[src/rtl/fe_fifo_read_ctrl.sv]
// Front-end FIFO read controller: serialises each 18-bit FIFO entry into three host-readable
// bytes, prefetching the next entry on the last byte read, with flush and a delivery counter.
module fe_fifo_read_ctrl #(
  parameter int pFIFO_WIDTH = 18
) (
  input  logic                   cwusb_clk,
  input  logic                   reset_i,
  input  logic [pFIFO_WIDTH-1:0] I_fifo_dout,
  input  logic                   I_fifo_empty,
  output logic                   O_fifo_rd,
  input  logic                   I_reg_rd,
  output logic [7:0]             O_reg_data,
  input  logic                   I_flush,
  input  logic                   I_clear_status,
  output logic                   O_empty_read,
  output logic [15:0]            O_entry_count
);

  typedef enum logic [1:0] {ST_IDLE, ST_WAIT, ST_READY} state_e;

  state_e                 state_q, state_d;
  logic [1:0]             index_q, index_d;
  logic [pFIFO_WIDTH-1:0] hold_q, hold_d;
  logic [15:0]            entry_count_q, entry_count_d;
  logic                   empty_read_q, empty_read_d;
  logic                   fifo_rd;

  always_comb begin
    state_d       = state_q;
    index_d       = index_q;
    hold_d        = hold_q;
    entry_count_d = entry_count_q;
    empty_read_d  = empty_read_q;
    fifo_rd       = 1'b0;

    // A clear and a new empty-read in the same cycle leave the flag set.
    if (I_clear_status) empty_read_d = 1'b0;

    if (I_flush) begin
      state_d       = ST_IDLE;
      index_d       = 2'd0;
      hold_d        = '0;
      entry_count_d = 16'd0;
    end else begin
      case (state_q)
        ST_IDLE: begin
          if (I_reg_rd) empty_read_d = 1'b1;
          if (!I_fifo_empty) begin
            fifo_rd = 1'b1;
            state_d = ST_WAIT;
          end
        end
        ST_WAIT: begin
          if (I_reg_rd) empty_read_d = 1'b1;
          hold_d  = I_fifo_dout;
          index_d = 2'd0;
          state_d = ST_READY;
        end
        ST_READY: begin
          if (I_reg_rd) begin
            if (index_q == 2'd2) begin
              index_d = 2'd0;
              if (entry_count_q != 16'hFFFF) entry_count_d = entry_count_q + 16'd1;
              // Prefetch the next entry while the host is still consuming this one.
              if (!I_fifo_empty) begin
                fifo_rd = 1'b1;
                state_d = ST_WAIT;
              end else begin
                state_d = ST_IDLE;
              end
            end else begin
              index_d = index_q + 2'd1;
            end
          end
        end
        default: state_d = ST_IDLE;
      endcase
    end
  end

  always_ff @(posedge cwusb_clk or posedge reset_i) begin
    if (reset_i) begin
      state_q       <= ST_IDLE;
      index_q       <= 2'd0;
      hold_q        <= '0;
      entry_count_q <= 16'd0;
      empty_read_q  <= 1'b0;
    end else begin
      state_q       <= state_d;
      index_q       <= index_d;
      hold_q        <= hold_d;
      entry_count_q <= entry_count_d;
      empty_read_q  <= empty_read_d;
    end
  end

  always_comb begin
    O_reg_data = 8'h00;
    if (state_q == ST_READY) begin
      case (index_q)
        2'd0:    O_reg_data = {1'b1, 5'b00000, hold_q[17:16]};
        2'd1:    O_reg_data = hold_q[15:8];
        2'd2:    O_reg_data = hold_q[7:0];
        default: O_reg_data = 8'h00;
      endcase
    end
  end

  // The read strobe is combinational, so it is masked while reset is held.
  assign O_fifo_rd     = fifo_rd & ~reset_i;
  assign O_empty_read  = empty_read_q;
  assign O_entry_count = entry_count_q;

endmodule
[config.mk]
export PLATFORM = sky130hd
export DESIGN_NAME = fe_fifo_read_ctrl
export DESIGN_NICKNAME = d
export VERILOG_FILES = /design/src/rtl/fe_fifo_read_ctrl.sv
export SDC_FILE = /design/constraint.sdc
export NUM_CORES = 1
export LEC_CHECK = 0
export BUFFER_PORTS_ARGS = -buffer_cell sky130_fd_sc_hd__buf_4
export CORE_MARGIN = 3
export CORE_UTILIZATION = 35
export DETAILED_ROUTE_END_ITERATION = 8
export REMOVE_ABC_BUFFERS = 1
export SYNTH_ARGS = -nofsm -noshare
export SYNTH_HDL_FRONTEND = slang
export SYNTH_SLANG_ARGS = --single-unit
[constraint.sdc]
create_clock -name cwusb_clk -period 2.87 [get_ports cwusb_clk]
set_input_delay 0.1435 -clock cwusb_clk [delete_from_list [all_inputs] [get_ports cwusb_clk]]
set_output_delay 0.1435 -clock cwusb_clk [all_outputs]
set_load 0.005 [all_outputs]
==> flow_metrics.tcl, run 1 <==
set metrics [dict create \
    hold_violations 19 \
    htree_levels 2 \
    worstSetupEndpointType "flop" \
    antenna_found_initial 0 \
    num-fill-cells 521 \
    syn_area_per_cell_sq_um 10.01 \
    reg2reg_from "index_q[1]$_DFFE_PP0P_" \
    p_per_area_nw_per_um2 412.4 \
    violations "negative hold slack" \
    drive_above_1_share_pct 26.32 \
    synth.distinct_cells 38 \
    initial_core_util_pct 37.75 \
    post_cts_buffers 0 \
    cts-buffers-inserted 5 \
    clkLatencyLatePin_ps 280 \
    syn2layout_area_growth_pct 24.62 \
    maxCapViolCount 0 \
    cp.required_ps 3080 \
    synthesis.area_sq_um 2002 \
    drcViolationCount 0 \
    synth_edf_count 0 \
    criticalPathCategory "reg -> reg" \
    synth.most_common_cell "dfrtp_1" \
    die_h_um 81.63 \
    ys.flop_type "dfrtp_1" \
    clock_path_buffers 2 \
    cts_resized 0 \
    wire_per_inst_um 14.98 \
    ctsHoldBuffers 0 \
    drt_iter0_markers 112 \
    cp_max_fo 18 \
    num_antenna_cells 0 \
    grt.overflow.total 0 \
    synth-seq-cells 39 \
    outcome "finished, violations left" \
    clk_pin_slew_worst_paths_ps 80 \
    ys_seq_area_share_pct 48.75 \
    async_flop_share_pct 100.0 \
    io_buffers 49 \
    fin_crit_sh_pct 72.87 \
    hold-worst-slack_ps -12.19 \
    routabilityCongestion 0.7394 \
    clock_skew_ps 6.034 \
    cts-root-buf "clkbuf_8" \
    finalSetupViolations 0 \
    dr.pass1.iters 4 \
    boundaryPins 50 \
    ant_nets 0 \
    num_vias 1763 \
    synthTopCellsByArea "dfrtp_1 49%, a22o_1 7.9%, a21oi_1 5.8%, or4_1 3.4%, nor2_1 3.2%" \
    grt_use_total_pct 15.52 \
    power_uw 1029 \
    r2r_slack_ps 780 \
    tightest_slew_ps 1216 \
    slew_headroom_pct 18.61 \
    crit_arrival_ps 2300 \
    fin_crit_ps 2091 \
    syn_inst 200 \
    hold_path.class "in -> async" \
    hpwl_um 3419 \
    fin_nets 271 \
    irDropWorstVdd_uv 180.3 \
    slew_viol_final 0 \
    grt_max_degree 25 \
    fin_setup_tns_ps 0 \
    leakage_uw 0.001106 \
    clkSinkCount 39 \
    dieArea_sq_um 6663 \
    start_kind "flop" \
    synth_area_leader_cell "dfrtp_1" \
    die_w_um 81.63 \
    crit_path_start "index_q[1]$_DFFE_PP0P_" \
    multi_input_area_sq_um 934.6 \
    final-seq-area_sq_um 975.9 \
    grt_pass1_vias 1732 \
    routed_wl_um 4748 \
    ys_top_cells_by_count "39 x dfrtp_1, 23 x a21oi_1, 18 x a22o_1" \
    grt_pass1_wl_um 8045 \
    cts_tree "done" \
    core_sq_um 5303 \
    synth.top_cell.area_share_pct 48.75 \
    max_freq_mhz 478.2 \
    yosys_warnings 0 \
    num_rows 26 \
    via_per_inst 5.562 \
    rsz0062_at_grt "no" \
]
==> registers in the layout (all words and copies together), names as in the netlist <==
name and flops:
hold_q 18, O_entry_count 16, index_q 2, state_q 2, O_empty_read 1
==> kinds of logic after synthesis <==
family / after synthesis / share of synthesized area, %
compound gates: 67 / 23.06
simple gates: 71 / 21.44
buf+inv: 19 / 4.562
fa+ha+maj: 1 / 0.6249
mux: 3 / 1.563
flops: 39 / 48.75
==> worst paths after layout <==
| kind | depth (start not counted) | to |
|---|---|---|
| min in group cwusb_clk | 2 | O_empty_read$_DFF_PP0_ |
| min reg2reg | 1 | hold_q[14]$_DFFE_PP0P_ |
| max | 4 | O_entry_count[8]$_DFFE_PP0P_ |
| max in group asynchronous | 3 | O_entry_count[8]$_DFFE_PP0P_ |
| min | 2 | hold_q[6]$_DFFE_PP0P_ |
| max reg2reg | 4 | O_entry_count[8]$_DFFE_PP0P_ |
==> critical path: stages (launching register included) <==
cell and delay, ps:
dfrtp_1 550, nand3b_4 160, or2_0 540, or4_1 620, a21oi_1 150
==> layer usage <==
metal / vias to the layer above / part of all wire [%] / global-route usage, %
met5: - / 0 / 0
met2: 47 / 45 / 25.00
met4: 0 / 0.32 / 2.990
met1: 860 / 49 / 20.93
met3: 2 / 6.0 / 4.496
li1: 854 / - / -
==> cells in the final DEF (no fill, tap or decap), types with 6 or more instances in the layout <==
cell type  synthesis  routed
buf_4              1      52
dfrtp_1           39      39
a21oi_1           23      23
a22o_1            18      18
nor2_1            17      17
or4_1              9       9
nand2_1            8       8
o31ai_1            8       8
nand3_1            7       7
inv_1              6       6
==> power by group <==
group          switching, uW  leakage [uW]  internal [uW]  total, uW
clock                    188     0.0000477            166        354
combinational           48.2      0.000521           46.4       94.6
sequential              14.3      0.000537            566        580
==> cell type report <==
type | instances | area share, %
inverters | 6 | 0.9027
clock inverters | 3 | 0.6018
well taps | 70 | 3.511
multi-input cells | 142 | 37.46
flip-flops and latches | 39 | 39.12
clock buffers | 5 | 2.758
repair buffers | 52 | 15.65
==> metrics by stage <==
stage | setup WS, ps | util, % | instance area, sq um | instances
5_1_grt | 667.2 | 47.05 | 2495 | 317
6_report | 778.7 | 47.05 | 2495 | 317
3_3_place_gp | 849.8 | 45.47 | 2411 | 309
2_1_floorplan | 880.4 | - | 1933 | 187
4_1_cts | 779.9 | 47.05 | 2495 | 317
3_5_place_dp | 799.2 | 45.47 | 2411 | 309
Note: power is estimated with default switching activity, not from simulation.
==> run 2, diff against run 1 <==
==> constraint.sdc (replaced) <==
create_clock -name cwusb_clk -period 2.2 [get_ports cwusb_clk]
set_input_delay 0.11 -clock cwusb_clk [delete_from_list [all_inputs] [get_ports cwusb_clk]]
set_output_delay 0.11 -clock cwusb_clk [all_outputs]
set_load 0.005 [all_outputs]
==> run 2 against run 1 <==
  * The flow now finishes without violations
  * Sequential power rose by 30%
  * Fmax rose by 6.0%
  * Total power rose by 38%
  * Critical endpoint is now hold_q[12]$_DFFE_PP0P_
  * Highest routed layer unchanged
==> flow_metrics.tcl, run 2 (synthesized netlist as in run 1, its figures left out) <==
set metrics [dict create \
    outcome "completed" \
    die_w_um 81.63 \
    htree_levels 2 \
    fin_util_pct 48.73 \
    cp_max_fo 18 \
    rr_worst_depth 5 \
    hold_path.class "in -> reg" \
    final_cell_mix "59 x buf_4, 39 x dfrtp_1, 23 x a21oi_1" \
    hpwl_um 3399 \
    cp.required_ps 2430 \
    via_per_inst 5.414 \
    num_rows 26 \
    clock_path_buffers 2 \
    p_per_area_nw_per_um2 550.7 \
    max_freq_mhz 506.9 \
    core_sq_um 5303 \
    criticalPathCategory "reg -> reg" \
    r2r-end "hold_q[12]$_DFFE_PP0P_" \
    largest_register_ffs 18 \
    numPlacedInstances 316 \
    slowest_delay_ps 880 \
    boundaryPins 50 \
    holdPathStages 2 \
    hold_path_end "state_q[0]$_DFFE_PP0P_" \
    cts-root-buf "clkbuf_8" \
    drt_iter0_markers 147 \
    die_h_um 81.63 \
    power_frac_comb_pct 9.4 \
    critical_path_buf_inv_count 2 \
    irDropWorstVdd_uv 230.1 \
    p_sw_uw 331.8 \
    slew_headroom_pct 21.82 \
    r2r_slack_ps 230 \
    hold_violations 0 \
    drive_above_1_share_pct 27.73 \
    drcViolationCount 0 \
    routabilityCongestion 0.7295 \
    routed_wl_um 4798 \
    dieArea_sq_um 6663 \
    final_cells 326 \
    maxCapViolCount 0 \
    cp_slowest_cell "nor2_1" \
    clk_pin_slew_worst_paths_ps 70 \
    worst_slack_ps 227.0 \
    antenna_found_initial 0 \
    worstSetupEndpointType "flop" \
    grt_pass1_vias 1680 \
    grt_use_total_pct 15.40 \
    leakage_uw 0.001154 \
    final_common_cell "buf_4" \
    cts_tree "done" \
    power_uw 1423 \
    hold_start "I_fifo_empty" \
    crit_arrival_ps 2200 \
    place_ws_ps 159.7 \
    p_int_uw 1091 \
    wire_per_inst_um 14.72 \
    fin_crit_ps 1973 \
    fin_setup_tns_ps 0 \
    post_cts_buffers 0 \
    fin_nets 280 \
    slew_viol_final 0 \
    clkLatencyLatePin_ps 290 \
    cp_cell_sequence "buf_4 -> inv_1 -> nand2_1 -> nor2_1 -> a22o_1" \
    sequentialPowerShare_pct 52.9 \
    num_vias 1765 \
    grt.overflow.total 0 \
    regMostFlops "hold_q" \
    tightest_slew_ps 1168 \
    clock_skew_ps 6.636 \
    clkSinkCount 39 \
    finalSetupViolations 0 \
    fin_crit_sh_pct 89.68 \
    grt_max_degree 25 \
    num_antenna_cells 0 \
    io_buffers 49 \
    clock_power_share_pct 37.7 \
    cts-buffers-inserted 5 \
    dr.pass1.iters 4 \
    syn2layout_area_growth_pct 29.06 \
    critPathTopFamily "simple AND/OR/NAND/NOR gates" \
    reg2reg_from "state_q[1]$_DFFE_PP0P_" \
    grt_pass1_wl_um 7893 \
    swShare_pct 23.32 \
    rsz0062_at_grt "no" \
    initial_core_util_pct 37.75 \
    start_kind "flop" \
    ant_nets 0 \
]
==> run 2: cell count changes in the layout (fill, tap and decap cells not counted), sizes merged <==
cell	delta
buf	+7
clkbuf	+3
clkinv	-3
dlygate4sd3	+2
==> run 2: power by group through the flow <==
stage	sequential [uW]	combinational (uW)	clock [uW]
2_1_floorplan	765	60.2	0
3_3_place_gp	766	132	0
3_5_place_dp	766	134	0
4_1_cts	753	137	559
5_1_grt	756	150	583
6_report	753	133	537
==> run 2: metal layers <==
metal / up-vias / track usage, % / part of all wire (%)
li1: 871 / - / -
met1: 823 / 20.12 / 46
met2: 64 / 24.92 / 45
met3: 7 / 4.605 / 7.4
met4: 0 / 3.987 / 1.1
met5: - / 0 / 0
==> run 2: repair_timing <==
action                                 4_1_cts  5_1_grt
gates resized for setup                      0        1
setup endpoints to repair                    0        1
endpoints found under the hold margin       40        0
hold buffers                                 2        0
==> run 2: area by class of cell <==
cell class | instances | area, sq um
timing repair buffer | 61 | 462.9
multi-input combinational | 142 | 934.6
clock buffer | 8 | 100.1
inverter | 6 | 22.52
tap | 70 | 87.58
sequential | 39 | 975.9
fill | 484 | 2719
==> run 2: worst max path at each step <==
stage / startpoint / endpoint / slack (ps) / cells past startpoint
6_report: state_q[1]$_DFFE_PP0P_ / hold_q[12]$_DFFE_PP0P_ / 230 / 5
5_1_grt: state_q[1]$_DFFE_PP0P_ / hold_q[4]$_DFFE_PP0P_ / 20 / 5
4_1_cts: state_q[0]$_DFFE_PP0P_ / O_entry_count[5]$_DFFE_PP0P_ / 140 / 4
3_5_place_dp: state_q[0]$_DFFE_PP0P_ / O_entry_count[5]$_DFFE_PP0P_ / 160 / 4
3_3_place_gp: state_q[0]$_DFFE_PP0P_ / O_entry_count[3]$_DFFE_PP0P_ / 240 / 4
2_1_floorplan: O_entry_count[0]$_DFFE_PP0P_ / O_entry_count[3]$_DFFE_PP0P_ / 210 / 5
==> run 2: metrics by stage <==
step | area, sq um | hold WS (ps)
after floorplan | 1933 | 173.1
after global placement | 2464 | 171.2
after detailed placement | 2464 | 174.0
after CTS | 2584 | 15.89
after global routing | 2584 | 18.34
final | 2584 | 18.56
==> run 3, diff against run 2 <==
--- a/config.mk
+++ b/config.mk
@@ -5,6 +5,7 @@
 export SDC_FILE = /design/constraint.sdc
 export NUM_CORES = 1
 export LEC_CHECK = 0
+export ABC_AREA = 1
 export BUFFER_PORTS_ARGS = -buffer_cell sky130_fd_sc_hd__buf_4
 export CORE_MARGIN = 3
 export CORE_UTILIZATION = 35
==> run 3 against run 2 <==
  * Die area rose by 5.0%
  * Highest routed layer unchanged
  * Synthesized cell count rose by 27%
  * Sequential share of layout area fell by 1.7 points
  * Non-clock buffer count fell by 6
  * Via count rose by 12%
  * Largest power group unchanged
  * Worst hold slack got worse by 16 ps
  * Clock skew rose by 3.3 ps
  * Critical endpoint is now O_entry_count[7]$_DFFE_PP0P_
  * Cell count rose by 17%
  * Sequential cell count did not move
==> flow_metrics.tcl, run 3 <==
set metrics [dict create \
    cts_resized 0 \
    ant_nets 0 \
    htree_levels 2 \
    antenna_found_initial 0 \
    fin_setup_tns_ps 0 \
    ys.flop_type "dfrtp_1" \
    finalSetupViolations 0 \
    hpwl_um 3652 \
    syn2layout_area_growth_pct 28.28 \
    slew_viol_final 0 \
    wire_per_inst_um 13.78 \
    grt_pass1_wl_um 8949 \
    slew_headroom_pct 59.12 \
    dieArea_sq_um 6999 \
    grt_use_met1_pct 19.88 \
    drt_iter0_markers 131 \
    routabilityCongestion 0.7747 \
    synth.top_cell.area_share_pct 46.24 \
    cts-buffers-inserted 5 \
    irDropWorstVdd_uv 346.6 \
    synth.most_common_cell "nand2_1" \
    clock_path_buffers 2 \
    grt_use_total_pct 15.46 \
    synth_area_leader_cell "dfrtp_1" \
    cts-root-buf "clkbuf_8" \
    clkSinkCount 39 \
    hold_violations 0 \
    num_vias 1984 \
    p_per_area_nw_per_um2 593.3 \
    criticalPathCategory "reg -> reg" \
    syn_area_per_cell_sq_um 8.343 \
    dpl_cell_area_sq_um 2555 \
    fin_crit_sh_pct 85.73 \
    grt_max_degree 40 \
    max_freq_mhz 530.2 \
    outcome "completed" \
    die_w_um 83.66 \
    boundaryPins 50 \
    start_kind "flop" \
    synth_edf_count 0 \
    clock_skew_ps 9.898 \
    clkLatencyLatePin_ps 290 \
    maxCapViolCount 0 \
    post_cts_buffers 0 \
    num_antenna_cells 0 \
    initial_core_util_pct 37.19 \
    hold-worst-slack_ps 2.745 \
    synthTopCellsByArea "dfrtp_1 46%, nand2_1 15%, a32o_1 8.5%, nand4_1 5.3%, nor2_1 3.7%" \
    worstSetupEndpointType "flop" \
    synth-seq-cells 39 \
    ys_top_cells_by_count "82 x nand2_1, 39 x dfrtp_1, 21 x nor2_1" \
    core_sq_um 5675 \
    drive_above_1_share_pct 23.70 \
    grt_use_met3_pct 3.850 \
    cp.required_ps 2380 \
    tightest_slew_ps 610.9 \
    io_buffers 49 \
    final_common_cell "nand2_1" \
    yosys_warnings 0 \
    via_per_inst 5.221 \
    routed_wl_um 5238 \
    die_h_um 83.66 \
    crit_arrival_ps 2060 \
    grt.overflow.total 0 \
    ys_seq_area_share_pct 46.24 \
    dr.pass1.iters 4 \
    rsz0062_at_grt "no" \
    hold_path.class "in -> reg" \
    syn_inst 253 \
    leakage_uw 0.001285 \
    largest_register_ffs 18 \
    fin_crit_ps 1886 \
    synthesis.area_sq_um 2111 \
    synth.distinct_cells 30 \
    drcViolationCount 0 \
    final_cell_mix "82 x nand2_1, 53 x buf_4, 39 x dfrtp_1" \
    grt_pass1_vias 1906 \
    grt_busiest_layer "met2" \
    regMostFlops "hold_q" \
    cts_tree "done" \
    async_flop_share_pct 100.0 \
    postLayoutCellArea_sq_um 2708 \
    clk_pin_slew_worst_paths_ps 70 \
    fin_nets 332 \
    grt_use_met2_pct 25.81 \
    cp_max_fo 17 \
    num_rows 27 \
    ctsHoldBuffers 2 \
]
run 3: cell count changes after synthesis, moves of 8 or more:
| cell | delta |
|---|---|
| nand2_1 | +74 |
| a22o_1 | -18 |
| a32o_1 | +18 |
| a21oi_1 | -16 |
| nand4_1 | +13 |
| inv_1 | +10 |
| or4_1 | -9 |
| o31ai_1 | -8 |
run 3: cells by family (layout without fill, tap and decap cells):
logic type	count (synthesis)	in the layout	synth area share [%]
XOR/XNOR	3	3	1.245
AO/OA/AOI/OAI	36	36	13.75
buffers and inverters	27	82	5.453
adder cells (fa/ha/maj)	1	1	0.5927
AND/OR/NAND/NOR	147	147	32.72
flip-flops	39	39	46.24
run 3: layout make-up:
cell class / count / area [sq um]
Clock inverter: 2 / 60.06
Tap cell: 72 / 90.09
Fill cell: 562 / 2968
Sequential cell: 39 / 975.9
Inverter: 19 / 71.32
Timing Repair Buffer: 55 / 417.9
Clock buffer: 6 / 72.57
Multi-Input combinational cell: 187 / 1020
run 3: final timing paths:
check	start	to	slack, ps	cells after the start
max in group asynchronous	reset_i	O_entry_count[10]$_DFFE_PP0P_	1340	4
min in group asynchronous	reset_i	hold_q[6]$_DFFE_PP0P_	520	4
max reg2reg	O_entry_count[0]$_DFFE_PP0P_	O_entry_count[7]$_DFFE_PP0P_	310	9
min	I_clear_status	O_empty_read$_DFF_PP0_	3	2
max	O_entry_count[0]$_DFFE_PP0P_	O_entry_count[7]$_DFFE_PP0P_	310	9
min reg2reg	hold_q[5]$_DFFE_PP0P_	hold_q[5]$_DFFE_PP0P_	500	1
run 3: critical path: stages, from the launching register on:
cell,delay [ps]
dfrtp_1,440
ha_1,290
nand3_1,170
inv_2,70
nand2_2,90
nor2_4,50
nor2_4,390
nor2_8,120
nand2_1,100
nand2_1,50
run 3: power breakdown:
group          switching [uW]  internal (uW)
clock                     252            453
sequential               13.5            738
combinational            84.8           64.6
run 3: per-layer routing:
metal	routed length (um)	up-vias
li1	-	980
met1	2378	946
met2	2499	50
met3	298	8
met4	60	0
met5	0	-
run 3: per-stage QoR:
step | utilization, % | cells | power, uW | worst slack (ps)
after global placement | 45.02 | 370 | 914.4 | 412.6
after global routing | 47.71 | 380 | 1677 | 163.7
after detailed placement | 45.02 | 370 | 915.4 | 360.1
after CTS | 47.71 | 380 | 1629 | 351.8
final | 47.71 | 380 | 1606 | 313.9
after floorplan | - | 245 | 837.2 | 602.4
